--- src/rtl/serial_cla_addsub.sv ---
// ============================================================================
// Module  : serial_cla_addsub
// Purpose : Nibble-serial WIDTH-bit adder/subtractor with 4-bit lookahead
//           slices, start/done handshake and ALU flags.
// Revision: 1.0
// ============================================================================
`default_nettype none

module serial_cla_addsub #(
  parameter int WIDTH = 32
) (
  input  logic             clk,
  input  logic             rst,
  input  logic             start,
  input  logic             op_sub,
  input  logic [WIDTH-1:0] a,
  input  logic [WIDTH-1:0] b,
  output logic             busy,
  output logic             done,
  output logic [WIDTH-1:0] result,
  output logic             carry,
  output logic             zero,
  output logic             sign,
  output logic             overflow,
  output logic             grp_prop,
  output logic             grp_gene
);

  localparam int NIB  = WIDTH / 4;
  localparam int IDXW = $clog2(NIB);
  localparam logic [IDXW-1:0] LAST_IDX = IDXW'(NIB - 1);

  if ((WIDTH % 4) != 0 || WIDTH < 8) begin : g_width_check
    $error("serial_cla_addsub: WIDTH must be a multiple of 4 and >= 8");
  end

  typedef enum logic [0:0] {IDLE = 1'b0, RUN = 1'b1} state_t;

  state_t            state, next_state;
  logic [WIDTH-1:0]  op_a, op_b, sum_sh, final_sum;
  logic [IDXW-1:0]   idx;
  logic              cin, p_acc, g_acc, last;

  logic [3:0] na, nb, np, ng, nc, nsum;
  logic       nprop, ngene, ncout;

  // Lookahead slice on the nibble currently selected by idx
  always_comb begin
    na    = op_a[idx*4 +: 4];
    nb    = op_b[idx*4 +: 4];
    np    = na ^ nb;
    ng    = na & nb;
    nc[0] = cin;
    nc[1] = ng[0] | (np[0] & cin);
    nc[2] = ng[1] | (np[1] & ng[0]) | (np[1] & np[0] & cin);
    nc[3] = ng[2] | (np[2] & ng[1]) | (np[2] & np[1] & ng[0])
          | (np[2] & np[1] & np[0] & cin);
    nsum  = np ^ nc;
    nprop = &np;
    ngene = ng[3] | (np[3] & ng[2]) | (np[3] & np[2] & ng[1])
          | (np[3] & np[2] & np[1] & ng[0]);
    ncout = ngene | (nprop & cin);
  end

  // The final nibble is not yet in the shadow register on the completion edge
  always_comb begin
    final_sum                = sum_sh;
    final_sum[WIDTH-1 -: 4]  = nsum;
  end

  assign last = (state == RUN) && (idx == LAST_IDX);

  always_comb begin
    next_state = state;
    busy       = 1'b0;
    case (state)
      IDLE: if (start) next_state = RUN;
      RUN: begin
        busy = 1'b1;
        if (idx == LAST_IDX) next_state = IDLE;
      end
      default: next_state = IDLE;
    endcase
  end

  always_ff @(posedge clk or posedge rst) begin
    if (rst) state <= IDLE;
    else     state <= next_state;
  end

  always_ff @(posedge clk or posedge rst) begin
    if (rst) begin
      op_a     <= '0;
      op_b     <= '0;
      sum_sh   <= '0;
      idx      <= '0;
      cin      <= 1'b0;
      p_acc    <= 1'b0;
      g_acc    <= 1'b0;
      done     <= 1'b0;
      result   <= '0;
      carry    <= 1'b0;
      zero     <= 1'b0;
      sign     <= 1'b0;
      overflow <= 1'b0;
      grp_prop <= 1'b0;
      grp_gene <= 1'b0;
    end else begin
      done <= 1'b0;
      if (state == IDLE && start) begin
        op_a  <= a;
        op_b  <= b ^ {WIDTH{op_sub}};
        cin   <= op_sub;
        idx   <= '0;
        g_acc <= 1'b0;
        p_acc <= 1'b1;
      end else if (state == RUN) begin
        sum_sh[idx*4 +: 4] <= nsum;
        cin   <= ncout;
        p_acc <= p_acc & nprop;
        g_acc <= ngene | (nprop & g_acc);
        idx   <= idx + 1'b1;
        if (last) begin
          result   <= final_sum;
          carry    <= ncout;
          overflow <= nc[3] ^ ncout;
          zero     <= ~|final_sum;
          sign     <= final_sum[WIDTH-1];
          grp_prop <= p_acc & nprop;
          grp_gene <= ngene | (nprop & g_acc);
          done     <= 1'b1;
        end
      end
    end
  end

endmodule

`default_nettype wire

--- config.mk ---
export PLATFORM = sky130hd
export DESIGN_NAME = serial_cla_addsub
export DESIGN_NICKNAME = d
export VERILOG_FILES = /design/src/rtl/serial_cla_addsub.sv
export SDC_FILE = /design/constraint.sdc
export NUM_CORES = 1
export LEC_CHECK = 0
export BUFFER_PORTS_ARGS = -buffer_cell sky130_fd_sc_hd__buf_4
export CAP_MARGIN = 20
export CORE_ASPECT_RATIO = 0.7
export CORE_MARGIN = 2
export CORE_UTILIZATION = 30
export DETAILED_ROUTE_END_ITERATION = 10
export PLACE_DENSITY = 0.58
export SKIP_LAST_GASP = 1
export SYNTH_ARGS = -nofsm -noshare
export SYNTH_HDL_FRONTEND = slang
export SYNTH_SLANG_ARGS = --single-unit
--- constraint.sdc ---
create_clock -name clk -period 8.8 [get_ports clk]
set_input_delay 1.76 -clock clk [delete_from_list [all_inputs] [get_ports clk]]
set_output_delay 1.76 -clock clk [all_outputs]
set_load 0.02 [all_outputs]
== Word-level counts from Yosys, hierarchy flattened ==
Index checks and enable logic that the tools add are counted.

* Bits in registers: 142
* Input bits: 68
* Logic and storage cells: 82

* Add/subtract/negate cells: 2
* Equality and inequality tests: 1
* Shift-type cells: 4
* Mux-type cells: 16
* Bitwise operators: 35
* Reductions and logical operators: 8

{| class="wikitable"
|+ Operators by type and width
! operator !! count
|-
| $shiftx A32 B6 Y4 || 2
|-
| $neg A5 Y34 || 1
|-
| $shift A4 B34 Y32 const A || 1
|-
| $shiftx A4 B34 Y32 || 1
|-
| $bwmux W32 || 1
|-
| $reduce_or A32 Y1 || 1
|-
| $xor A32 B32 Y32 || 1
|-
| $and A1 B1 Y1 || 17
|-
| $mux W1 || 12
|-
| $or A1 B1 Y1 || 11
|-
| $xor A4 B4 Y4 || 2
|-
| $mux W3 || 2
|-
| $and A4 B4 Y4 || 1
|-
| $reduce_and A4 Y1 || 1
|-
| $add A3 B1 Y3 const B || 1
|-
| $eq A3 B3 Y1 const B || 1
|-
| $reduce_and A3 Y1 || 1
|-
| $logic_and A1 B1 Y1 || 2
|-
| $not A1 Y1 || 2
|-
| $pmux W1 S2 || 1
|-
| $reduce_and A2 Y1 || 1
|-
| $reduce_bool A2 Y1 || 1
|-
| $logic_not A1 Y1 || 1
|-
| $xor A1 B1 Y1 || 1
|}

== Logic depth before layout (Yosys ltp) ==
* Depth after elaboration: 9
* Gate-level depth with buffers: 10

== Worst setup path after synthesis ==
No wires, ideal clock.

* Path kind: register to register
* Start point: register idx[0]
* End point: register zero
* Library setup time: 0.122 ns
* Arrival: 2.550 ns
* Data required time: 8.678 ns
* Setup slack: 6.128 ns
* Cell stages (with the launch flop): 11
* Path buffers: 2
* Cells stage by stage: dfrtp_1 buf_6 buf_6 mux4_2 nand2_1 nand2_1 ha_1 a211oi_1 o21bai_2 xnor2_2 a32o_1

* Longest elaborated chain between the ends: 9
* Elaborated cells between the ends (all ways): 25

{| class="wikitable"
|+ RTL lines
! element !! RTL line !! text
|-
| start, declared || 41 || <nowiki>logic [IDXW-1:0] idx;</nowiki>
|-
| start signal, assigned || 122 || <nowiki>idx <= idx + 1'b1;</nowiki>
|-
| $shiftx A32 B6 Y4 (on tied branches) || 49, 50 ||
|-
| $xor A4 B4 Y4 or $and A4 B4 Y4 (tied branches) || 51, 52 ||
|-
| $and A1 B1 Y1 (on tied branches) || 56, 57 ||
|-
| $or A1 B1 Y1, or another cell as far along || 56 || <nowiki>nc[3] = ng[2] | (np[2] & ng[1]) | (np[2] & np[1] & ng[0])</nowiki>
|-
| $or A1 B1 Y1 or $and A1 B1 Y1 (tied branches) || 56, 57 ||
|-
| $or A1 B1 Y1 || 57 || <nowiki>| (np[2] & np[1] & np[0] & cin);</nowiki>
|-
| $xor A4 B4 Y4 || 58 || <nowiki>nsum = np ^ nc;</nowiki>
|-
| $reduce_or A32 Y1 || 127 || <nowiki>zero <= ~|final_sum;</nowiki>
|-
| $logic_not A1 Y1 || 127 ||
|-
| end signal, assigned || 127 ||
|-
| end, declared || 22 || <nowiki>output logic zero,</nowiki>
|}

Several ways; a longest one is shown, not always the timed one.
A chain may end at the register's enable or synchronous reset.

== Worst setup path in the final report ==
Same ends and word-level chain as after synthesis.

==> impl_metrics.ini <==
[status]
status = finished, final reports clean

[pwr]
p_total_mw = 3.306
ir_drop_mv = 0.2163
p_per_area_mw_per_mm2 = 416.5
p_leak_nw = 3.793

[yosys]
synth_nets = 656
synth_edf_count = 0
yosysWarnings = 0
async_reset_ff_frac = 1.000
ys_ff_latch = 137
synth_ff_type = dfrtp_1
syn_avg_cell_area_sq_um = 11.02
synth_cells = 575
ys_seq_area_frac = 0.5412
syn_area_sq_mm = 0.006335
ys_types = 45

[min_path]
hold_path_class = flop to flop

[clock_tree]
cts_resized = 0
cts_buffers = 17
clock-sinks = 137
postCtsHoldBufs = 0
post_cts_buffers = 0
clk_pin_slew_ns = 0.06
cts_tree = yes
cts-htree-levels = 4
root_buffer = clkbuf_16
clkLatencyLatePin_ns = 0.42
cts_buffer_depth = 2

[worst_setup_path]
cp-start-kind = flop
crit_path_end_kind = flop
crit_type = flop to flop
cp_max_fo = 22
required_ns = 9.16
crit_arrival_ns = 3.58

[place]
portBuffers = 107
place_area_sq_mm = 0.007318
dp.cells = 929
place_congestion = 0.8244
hpwl_um = 10710

[route]
drtIter0Drc = 338
drt_first_pass_iters = 4
detail-route-antenna-nets = 0
num_vias = 4422
wl_per_cell_um = 15.65
wl_um = 15020
vias_per_cell = 4.606
drc = 0

[floorplanning]
ios = 108
core.rowCount = 44
die_area_sq_mm = 0.02231
die_h_um = 125.6
fp.dieW_um = 177.7
start_util = 0.3060
fp.coreArea_sq_mm = 0.02070

[global_route]
grt_use_total = 0.1437
grt_pass1_vias = 4406
antenna_found_initial = 0
grt-ovfl-total = 0
grt_max_degree = 97
grt_pass1_wl_um = 24830

[job]
maxCapViolations = 0

[sta]
period_share = 0.3658
setup-tns-final_ns = 0
finalHoldViolCount = 0
rsz0062_at_grt = false
setup-violations-final = 0
worst_pin_slew_ns = 0.9652
fin_crit_ns = 3.219
skew_ns = 0.01080
max_clock_freq_ghz = 0.3107
slew_viol_final = 0
relSlewSlack = 0.3565

[final_layout]
area_growth_pct = 25.28
final_core_util = 0.3834
final_layout_size_suffix_gt1_frac = 0.2909
antennaDiodeCount = 0
layoutNonFillerInstCount = 960
final_cell_area_sq_mm = 0.007936
fin_nets = 753
-- synth_stat cells, types with 2 or more instances --
cell	n	share of area
a211oi_1	2	0.0024
a21o_1	3	0.0036
a21oi_1	5	0.0039
buf_2	18	0.014
buf_4	2	0.0024
buf_6	5	0.0089
clkbuf_1	7	0.0041
dfrtp_1	137	0.54
ha_1	12	0.024
inv_1	5	0.0030
mux2_2	35	0.062
mux2_4	2	0.0047
mux2i_1	2	0.0032
mux4_1	3	0.012
mux4_2	13	0.046
nand2_1	180	0.11
nand3_1	6	0.0047
nand4_1	2	0.0020
nor2_1	7	0.0041
nor2b_1	2	0.0020
nor3_1	2	0.0016
nor4_1	6	0.0059
o21ai_0	49	0.039
o31ai_1	16	0.019
or3_1	2	0.0020
xnor2_1	33	0.046
-- flip-flops by register name (all words and copies together), names as in the netlist --
signal	cells
done	1
grp_prop	1
carry	1
cin	1
grp_gene	1
op_a	32
idx	3
zero	1
p_acc	1
overflow	1
state	1
g_acc	1
sum_sh	28
result	32
op_b	32
-- cells in the final DEF, fill, tap and decap left out, drive strengths merged, types with 2 or more instances in the layout --
cell / n
buf: 111
xnor2: 34
dfrtp: 137
clkinvlp: 2
nand3: 6
ha: 12
a211oi: 2
mux2: 37
nor4: 6
o31ai: 16
a21oi: 5
nand2: 180
mux4: 16
or3: 3
nand4: 2
clkbuf: 20
mux2i: 2
o21ai: 50
bufinv: 4
inv: 6
a21o: 3
nor2b: 2
nor3: 3
clkinv: 5
nor2: 8
-- critical path, stage by stage (launching register included) --
cell and delay, ns:
dfrtp_1 0.49, buf_4 0.39, mux4_1 0.60, nand2_1 0.09
nand2_1 0.07, ha_1 0.36, xnor2_1 0.60, nand2_1 0.16
nor3_1 0.21, a32o_1 0.18
-- power breakdown --
part | total, mW | internal [mW] | switching, mW
clock | 0.750 | 0.481 | 0.270
combinational | 1.45 | 0.613 | 0.840
sequential | 1.10 | 0.894 | 0.208
-- layer usage --
metal | share of wire | up-vias | GRT usage | wire length (um)
met5 | 0 | - | 0 | 0
met4 | 0.0027 | 0 | 0.04195 | 40
met3 | 0.065 | 4 | 0.04440 | 979
met2 | 0.41 | 106 | 0.1888 | 6179
met1 | 0.52 | 2155 | 0.2225 | 7822
li1 | - | 2157 | - | -
-- area by class of cell --
class,count,area [sq um]
inverter,6,27.53
timing repair buffer,111,833.3
clock buffer,20,446.7
fill,2085,12760
tap,276,345.3
multi-input combinational,399,2684
clock inverter,11,171.4
sequential,137,3428
-- path summary, 6_finish.rpt --
check                                 startpoint               endpoint  slack, ns  cells after the start
hold reg to reg            result[9]$_DFFE_PP0P_  result[9]$_DFFE_PP0P_       0.47                      2
hold / removal             result[9]$_DFFE_PP0P_  result[9]$_DFFE_PP0P_       0.47                      2
min in group asynchronous                    rst   op_a[20]$_DFFE_PP0P_       1.43                      2
setup reg to reg              idx[0]$_DFFE_PP0P_       zero$_DFFE_PP0P_       5.58                      9
max in group asynchronous                    rst  result[8]$_DFFE_PP0P_       6.08                      3
setup / recovery              idx[0]$_DFFE_PP0P_       zero$_DFFE_PP0P_       5.58                      9
-- logic make-up after synthesis --
| group | Yosys count | synth area share |
|---|---|---|
| buffers and inverters | 39 | 0.03634 |
| AND/OR/NAND/NOR | 214 | 0.1387 |
| XOR/XNOR | 35 | 0.05076 |
| adder cells (fa/ha/maj) | 13 | 0.02686 |
| multiplexers | 55 | 0.1288 |
| AO/OA/AOI/OAI | 82 | 0.07743 |
| flip-flops | 137 | 0.5412 |
-- through the flow --
step,setup slack [ns],hold WS [ns]
floorplan,3.372,0.4416
global placement,5.524,0.4644
detailed placement,5.512,0.4658
CTS,5.508,0.4808
global route,5.272,0.5048
finish,5.581,0.4746
(Power assumes the default switching activity.)
